`config.mk`:
```
export PLATFORM = sky130hd
export DESIGN_NAME = mult_arbiter
export DESIGN_NICKNAME = d
export VERILOG_FILES = /design/src/rtl/mult_arb_pkg.sv /design/src/rtl/mult_shift_add_core.sv /design/src/rtl/mult_arbiter.sv
export SDC_FILE = /design/constraint.sdc
export NUM_CORES = 1
export LEC_CHECK = 0
export CAP_MARGIN = 30
export CORE_AREA = 2 2 54 95
export CTS_BUF_LIST = sky130_fd_sc_hd__clkbuf_4 sky130_fd_sc_hd__clkbuf_8
export CTS_CLUSTER_SIZE = 8
export DETAILED_ROUTE_END_ITERATION = 10
export DIE_AREA = 0 0 56 97
export PLACE_DENSITY_LB_ADDON = 0.15
export SYNTH_ARGS = -nofsm -noshare
export SYNTH_HDL_FRONTEND = slang
export SYNTH_HIERARCHICAL = 1
export SYNTH_SLANG_ARGS = --single-unit
```
`constraint.sdc`:
```
create_clock -name clk -period 4.44 [get_ports clk]
set_clock_uncertainty 0.1 [all_clocks]
set_input_delay 0.444 -clock clk [delete_from_list [all_inputs] [get_ports clk]]
set_output_delay 0.444 -clock clk [all_outputs]
set_load 0.005 [all_outputs]
```
`src/rtl/mult_arb_pkg.sv`:
```
// Shared types for the two-requester shift-add multiplier arbiter.
package mult_arb_pkg;

  localparam int NUM_REQ = 2;

  typedef enum logic [1:0] {
    IDLE = 2'd0,
    BUSY = 2'd1,
    DONE = 2'd2
  } state_t;

  // One bit selects between the two requesters.
  typedef logic req_id_t;

endpackage

```
`src/rtl/mult_shift_add_core.sv`:
```
// Iterative unsigned shift-add multiplier: one partial-product step per cycle
// for WIDTH cycles after start.
module mult_shift_add_core #(
  parameter int WIDTH = 4,
  parameter int CNT_W = $clog2(WIDTH + 1)
) (
  input  logic                 clk,
  input  logic                 rst,
  input  logic                 start,
  input  logic [WIDTH-1:0]     a,
  input  logic [WIDTH-1:0]     b,
  output logic                 done,
  output logic [2*WIDTH-1:0]   product
);

  logic [2*WIDTH-1:0] a_sh;
  logic [WIDTH-1:0]   b_sh;
  logic [2*WIDTH-1:0] acc;
  logic [CNT_W-1:0]   cnt;
  logic               run;
  logic [2*WIDTH-1:0] acc_nxt;

  // A is shifted left and B right each step, so bit 0 of b_sh is always the
  // multiplier bit for the current step.
  always_comb begin
    acc_nxt = acc;
    if (b_sh[0]) begin
      acc_nxt = acc + a_sh;
    end
  end

  // done marks the cycle in which the final step is applied; product then
  // already includes that step so the caller can capture it on the same edge.
  assign done    = run && (cnt == CNT_W'(WIDTH - 1));
  assign product = acc_nxt;

  always_ff @(posedge clk or negedge rst) begin
    if (!rst) begin
      a_sh <= '0;
      b_sh <= '0;
      acc  <= '0;
      cnt  <= '0;
      run  <= 1'b0;
    end else if (start) begin
      a_sh <= {{WIDTH{1'b0}}, a};
      b_sh <= b;
      acc  <= '0;
      cnt  <= '0;
      run  <= 1'b1;
    end else if (run) begin
      acc  <= acc_nxt;
      a_sh <= a_sh << 1;
      b_sh <= b_sh >> 1;
      cnt  <= cnt + CNT_W'(1);
      if (done) begin
        run <= 1'b0;
      end
    end
  end

endmodule

```
`src/rtl/mult_arbiter.sv`:
```
// Round-robin front end that shares one shift-add multiplier between two
// requesters and returns truncated product, overflow flag and owner ID.
module mult_arbiter
  import mult_arb_pkg::*;
#(
  parameter int WIDTH = 4,
  parameter int CNT_W = $clog2(WIDTH + 1)
) (
  input  logic                             clk,
  input  logic                             rst,
  input  logic [NUM_REQ-1:0]               req_valid,
  input  logic [NUM_REQ-1:0][WIDTH-1:0]    req_a,
  input  logic [NUM_REQ-1:0][WIDTH-1:0]    req_b,
  output logic [NUM_REQ-1:0]               req_ready,
  output logic                             rsp_valid,
  input  logic                             rsp_ready,
  output logic                             rsp_id,
  output logic [WIDTH-1:0]                 rsp_result,
  output logic                             rsp_overflow,
  output logic                             busy
);

  // Handshakes: a transfer happens on a rising edge where valid and ready are
  // both high. A requester holds valid and operands stable until ready; ready
  // never depends on anything but valid, state and the priority pointer.

  state_t             state;
  state_t             state_nxt;
  req_id_t            prio;
  req_id_t            grant;
  req_id_t            owner;
  logic               accept;
  logic               core_done;
  logic [2*WIDTH-1:0] core_product;

  always_comb begin
    grant = 1'b0;
    if (req_valid[0] && req_valid[1]) begin
      grant = prio;
    end else if (req_valid[1]) begin
      grant = 1'b1;
    end
  end

  always_comb begin
    req_ready = '0;
    if (state == IDLE && req_valid[grant]) begin
      req_ready[grant] = 1'b1;
    end
  end

  assign accept    = |(req_valid & req_ready);
  assign rsp_valid = (state == DONE);
  assign busy      = (state != IDLE);

  always_comb begin
    state_nxt = state;
    case (state)
      IDLE:    if (accept) state_nxt = BUSY;
      BUSY:    if (core_done) state_nxt = DONE;
      DONE:    if (rsp_ready) state_nxt = IDLE;
      default: state_nxt = IDLE;
    endcase
  end

  always_ff @(posedge clk or negedge rst) begin
    if (!rst) begin
      state <= IDLE;
    end else begin
      state <= state_nxt;
    end
  end

  always_ff @(posedge clk or negedge rst) begin
    if (!rst) begin
      owner <= 1'b0;
      prio  <= 1'b0;
    end else begin
      if (accept) begin
        owner <= grant;
      end
      // Hand priority to the requester that was not just served.
      if (rsp_valid && rsp_ready) begin
        prio <= ~rsp_id;
      end
    end
  end

  always_ff @(posedge clk or negedge rst) begin
    if (!rst) begin
      rsp_id       <= 1'b0;
      rsp_result   <= '0;
      rsp_overflow <= 1'b0;
    end else if (state == BUSY && core_done) begin
      rsp_id       <= owner;
      rsp_result   <= core_product[WIDTH-1:0];
      rsp_overflow <= |core_product[2*WIDTH-1:WIDTH];
    end
  end

  mult_shift_add_core #(
    .WIDTH (WIDTH),
    .CNT_W (CNT_W)
  ) u_core (
    .clk     (clk),
    .rst     (rst),
    .start   (accept),
    .a       (req_a[grant]),
    .b       (req_b[grant]),
    .done    (core_done),
    .product (core_product)
  );

endmodule
```
==> impl_metrics.toml, run 1 <==
[floorplanning]
dieArea_sq_mm = 0.005432
dieWidth_um = 56
start_util_pct = 44.07
pin_count = 31
core_sq_mm = 0.004624
fp.dieH_um = 97
rows = 33

[place]
hpwl_um = 3201
gp_congestion = 0.8127
portBuffers = 30

[grt]
grt_pass1_vias = 1539
grt_antenna_before_repair = 0
track_usage_pct = 17.37
grt_use_met2_pct = 31.31
use_met3_pct = 2.674
busiest_layer = "met2"
grt_max_degree = 35
grt_use_met1_pct = 19.83
grt_overflow_total = 0
grt_pass1_wl_um = 7417

[worst_setup_path]
rr_startpoint = "u_core/a_sh[0]"
worstPathRequired_ps = 3900
critPathLaunchType = "primary input"
crit_path_end_kind = "output port"
crit_fanout = 11
regToRegSetupSlack_ps = 1890
critPathLaunch = "req_valid[0]"
crit_type = "primary input to output port"
cp.arrival_ps = 2300

[worst_hold_path]
min_from = "rsp_id"
hold_path.class = "flip-flop to flip-flop"

[timing]
tns_ps = 0
setup_viol = 0
max_freq_mhz = 351.5
tightestPinTransition_ps = 645.8
final_max_slew_viol_count = 0
finalCritPeriodShare_pct = 64.07
period_needed_ps = 2845
maxSlewHeadroom_pct = 56.94
rsz0062_at_grt = "no"
hold_viol = 0

[yosys]
synthTopCellsByCount = "dfrtp_1 (34), nand2_1 (21), nor2_1 (18), mux2i_1 (16), o21ai_0 (16)"
synth_cell_types = 42
ys_seq_elements = 34
syn-instance-count = 199
synth-edff-count = 0
ys_seq_area_share_pct = 41.74
yosys_warnings = 6
yosysTopAreaCellShare_pct = 41.74
yosysMostFrequentCell = "dfrtp_1"
async_flop_share_pct = 100.0
synthesis.area_sq_mm = 0.002038
synth-main-ff-cell = "dfrtp_1"
synth_top_area_cell = "dfrtp_1"
syn_area_per_cell_sq_um = 10.24
ys_top_cells_by_area = "dfrtp_1 (42%), mux2i_1 (7.9%), mux2_2 (6.6%), ha_1 (5.5%), mux2_4 (5.2%)"
syn_nets = 230

[detailed_routing]
ant_nets = 0
wl_per_cell_um = 15.08
drt_iter0_drc = 15
routed_via_density = 5.345
firstDrtPassIters = 4
drc = 0
drt-total-wl_um = 4283
vias = 1518

[power_and_ir_drop]
p_leak_nw = 1.159
p_switching_mw = 0.6361
p_seq_share_pct = 34.4
netSwitchingFraction_pct = 38.36
power_frac_clock_pct = 17.4
combPwrFrac_pct = 48.2
p_total_mw = 1.658
ir_drop_mv = 0.3818
intPower_mw = 1.022
p_per_area_mw_per_mm2 = 663.0

[final_layout]
synthToLayoutAreaGrowth_pct = 22.71
num_antenna_cells = 0
seq_area_sq_um = 850.8
fillCellCount = 433
utilization_pct = 54.09
drive_gt1_share_pct = 15.95
multiInputGateArea_sq_mm = 0.001122
fin_nets = 262

[clocking]
clkTransAtPathRegs_ps = 80
cts_root_buf = "clkbuf_8"
cts_setup_buffers = 0
cts_sinks = 34
cts-buffers-inserted = 5
holdBufCountCts = 0
cts_tree = "built"
h-tree-depth = 2
clock_latency_ps = 290
cts_resized = 0
clockBufferDepth = 2

[run]
max-cap-violations = 0

[status]
status = "completed"
-- area by class of cell --
class,instances,share of cell area [%]
clock buffers,5,2.751
inverters,7,1.051
multi-input cells,150,44.87
clock inverters,3,1.801
flip-flops and latches,34,34.02
repair buffers,33,12.91
well taps,52,2.601
-- state kept, by name (all words and copies together), names as in the netlist --
name and flops:
u_core/a_sh 8, u_core/acc 8, rsp_result 4, u_core/b_sh 4, u_core/cnt 3, state 2, owner 1, prio 1
rsp_id 1, rsp_overflow 1, u_core/run 1
-- placed cells by master, fill, tap and decap left out, types with 2 or more instances in the layout --
cell type	netlist	final
dfrtp_1	34	34
nor3_1	3	3
o21ai_0	16	16
mux2i_1	16	16
xnor2_1	5	5
a211oi_1	2	2
clkdlybuf4s50_1	0	30
nor2_1	18	18
xor2_1	2	2
nor3b_1	2	2
inv_1	6	6
a21oi_1	5	5
clkbuf_8	0	5
o21a_1	3	3
nand3_1	5	5
mux2_2	12	12
nand2_1	21	21
nor4b_1	2	2
mux2_4	7	7
clkinvlp_4	0	2
a21o_1	2	2
ha_1	9	9
nand2b_1	3	3
buf_4	0	3
-- metal layers --
layer,routed length (um),part of all wire (%)
met5,0,0
met4,82,1.9
met3,120,2.8
met2,2372,55
met1,1707,40
-- metrics by stage --
stage / cell area (sq um) / hold slack (ps) / cells / setup slack (ps)
3_5_place_dp: 2387 / 371.1 / 276 / 1574
5_1_grt: 2501 / 393.8 / 284 / 1476
6_report: 2501 / 381.1 / 284 / 1595
3_3_place_gp: 2387 / 363.3 / 276 / 1592
2_1_floorplan: 2038 / 48.41 / 199 / 2075
4_1_cts: 2501 / 384.0 / 284 / 1572
-- worst max-delay path, stage by stage --
cell and delay, ps:
clkdlybuf4s50_1 530, inv_2 50, o21ai_2 530, and2_2 260
clkdlybuf4s50_1 490
-- worst paths after layout --
path,endpoint,cells past startpoint
worst min register to register,prio,1
worst min-delay path,prio,1
min in group asynchronous,u_core/acc[7],2
max in group asynchronous,u_core/a_sh[3],2
worst max-delay path,req_ready[0],5
worst max register to register,rsp_overflow,9
-- kinds of logic (layout without fill, tap and decap cells) --
logic type | Yosys count | after routing | share of synthesized area (%)
AOI/OAI and AO/OA | 36 | 36 | 10.99
xor gates and xnor gates | 7 | 7 | 3.008
adders and majority gates | 10 | 10 | 6.507
buffers and inverters | 15 | 48 | 3.192
DFF | 34 | 34 | 41.74
muxes | 35 | 35 | 19.64
and+or+nand+nor | 62 | 62 | 14.92
-- power groups by stage --
stage          sequential (mW)  combinational, mW  clock, mW
2_1_floorplan            0.533              0.611          0
3_3_place_gp             0.576              0.796          0
3_5_place_dp             0.579              0.805          0
4_1_cts                  0.574              0.808      0.297
5_1_grt                  0.591              0.903      0.311
6_report                 0.571              0.799      0.289
Note: power is estimated with default switching activity, not from simulation.
==> run 2: changes to the inputs <==
==> constraint.sdc (replaced) <==
create_clock -name clk -period 2.37 [get_ports clk]
set_clock_uncertainty 0.1 [all_clocks]
set_input_delay 0.237 -clock clk [delete_from_list [all_inputs] [get_ports clk]]
set_output_delay 0.237 -clock clk [all_outputs]
set_load 0.005 [all_outputs]
==> run 2 against run 1 <==
Net effect:
- sequential cell count unchanged
- setup slack worse by 1500 ps
- register-to-register slack worse by 1800 ps
- global-route usage is 1.1 points higher
- power increased by 100%
- core utilization increased by 3.7 points
- die area unchanged
==> impl_metrics.toml, run 2 (same netlist as run 1, synthesis figures left out) <==
[final_layout]
fin_nets = 278
top_regs = "u_core/a_sh: 8 flops, u_core/acc: 8 flops"
multiInputGateArea_sq_mm = 0.001175
synthToLayoutAreaGrowth_pct = 31.00
fillCellCount = 418
seq_area_sq_um = 850.8
num_antenna_cells = 0
drive_gt1_share_pct = 25.00
final_cell_mix = "dfrtp_1 (34), clkdlybuf4s50_1 (30), nand2_1 (21)"
final_common_cell = "dfrtp_1"

[detailed_routing]
drt_iter0_drc = 23
wl_per_cell_um = 14.48
ant_nets = 0
drc = 0
vias = 1625
drt-total-wl_um = 4343
firstDrtPassIters = 4
routed_via_density = 5.417

[timing]
max_freq_mhz = 435.1
rsz0062_at_grt = "yes"
finalCritPeriodShare_pct = 96.97
maxSlewHeadroom_pct = 70.81
period_needed_ps = 2298
setup_viol = 0
tns_ps = 0
setup_ws_ps = 71.93
hold_viol = 0
final_max_slew_viol_count = 0
tightestPinTransition_ps = 437.9

[clocking]
holdBufCountCts = 0
cts_root_buf = "clkbuf_8"
cts-buffers-inserted = 5
clkTransAtPathRegs_ps = 70
clock_latency_ps = 290
h-tree-depth = 2
cts_sinks = 34
clockBufferDepth = 2
cts_tree = "built"

[power_and_ir_drop]
ir_drop_mv = 0.6852
p_per_area_mw_per_mm2 = 1241
p_leak_nw = 1.250

[floorplanning]
pin_count = 31
dieArea_sq_mm = 0.005432
fp.dieH_um = 97
dieWidth_um = 56
rows = 33
core_sq_mm = 0.004624
start_util_pct = 44.07

[worst_setup_path]
worstPathRequired_ps = 2490
crit_fanout = 3
critPathLaunch = "u_core/a_sh[0]"
regToRegSetupSlack_ps = 70
critPathMaxStageDelay_ps = 540
crit_type = "flip-flop to flip-flop"
endpoint = "u_core/acc[7]"
reg2reg_to = "u_core/acc[7]"
slowest_stage = "or4_4"
crit_chain = "ha_2, buf_4, a211oi_4, nor3_1, buf_4, or4_4, a31o_1, a21oi_2"
crit_path_end_kind = "flip-flop"
cp.arrival_ps = 2410
critPathLaunchType = "flip-flop"
critPathMostFrequentCell = "buf_4"
rr_worst_depth = 8
rr_startpoint = "u_core/a_sh[0]"

[run]
max-cap-violations = 0

[status]
status = "completed"

[grt]
track_usage_pct = 18.46
grt_overflow_total = 0
grt_max_degree = 35
grt_pass1_wl_um = 7983
grt_antenna_before_repair = 0
grt_pass1_vias = 1834

[place]
hpwl_um = 3308
dp_slack_ps = -87.59
gp_congestion = 0.7904
portBuffers = 30

[worst_hold_path]
hold_path.class = "primary input to asynchronous set/reset pin"
-- run 2: layer usage --
| metal | wire length (um) | global-route usage (%) | part of all wire, % | vias up |
|---|---|---|---|---|
| met3 | 125 | 2.273 | 2.9 | 15 |
| li1 | - | - | - | 797 |
| met5 | 0 | 0 | 0 | - |
| met1 | 1678 | 19.41 | 39 | 775 |
| met2 | 2358 | 33.67 | 54 | 38 |
| met4 | 180 | 11.17 | 4.1 | 0 |
-- run 2: cell type report --
| type | count | area share, % |
|---|---|---|
| clock buffer | 8 | 4.124 |
| sequential | 34 | 31.87 |
| multi-input combinational | 150 | 44.00 |
| timing repair buffer | 49 | 16.59 |
| inverter | 7 | 0.9841 |
| tap | 52 | 2.437 |
-- run 2: power by group --
group          leakage, nW  internal, mW  total, mW  switching (mW)
clock               0.0575         0.293      0.500           0.206
sequential           0.429         0.841       1.04           0.203
combinational        0.763         0.925       1.77           0.845
total                 1.25          2.06       3.31            1.25
-- run 2: critical path: cells and delay by family, from the launching register on --
kind,cells,cell delay (ps)
AND/OR/NAND/NOR,2,630
buffers and inverters,2,290
flip-flops,1,380
adder cells (fa/ha/maj),1,200
AO/OA/AOI/OAI,3,620
-- run 2: worst min path at each step --
stage / startpoint / to / slack, ps / depth (start not counted)
2_1_floorplan: rst / owner / -160 / 0
6_report: rst / u_core/a_sh[6] / 250 / 2
3_3_place_gp: rsp_id / prio / 370 / 1
5_1_grt: rst / rsp_result[2] / 310 / 2
3_5_place_dp: rsp_id / prio / 360 / 1
4_1_cts: rst / u_core/acc[7] / 280 / 2
-- run 2: per-stage QoR --
stage | hold slack, ps | cells | utilization [%] | area (sq um) | power (mW)
after floorplan | -158.6 | 199 | - | 2038 | 2.143
after global placement | 373.2 | 286 | 53.25 | 2462 | 2.637
after detailed placement | 363.2 | 286 | 53.25 | 2462 | 2.665
after CTS | 276.1 | 298 | 56.36 | 2606 | 3.240
after global routing | 305.4 | 300 | 57.74 | 2670 | 3.600
final | 254.0 | 300 | 57.74 | 2670 | 3.314
-- run 2: what timing repair did --
action,in CTS,in global routing
resized for setup,2,11
pin swaps,2,5
setup buffers,4,2
endpoints found under the setup margin,1,2
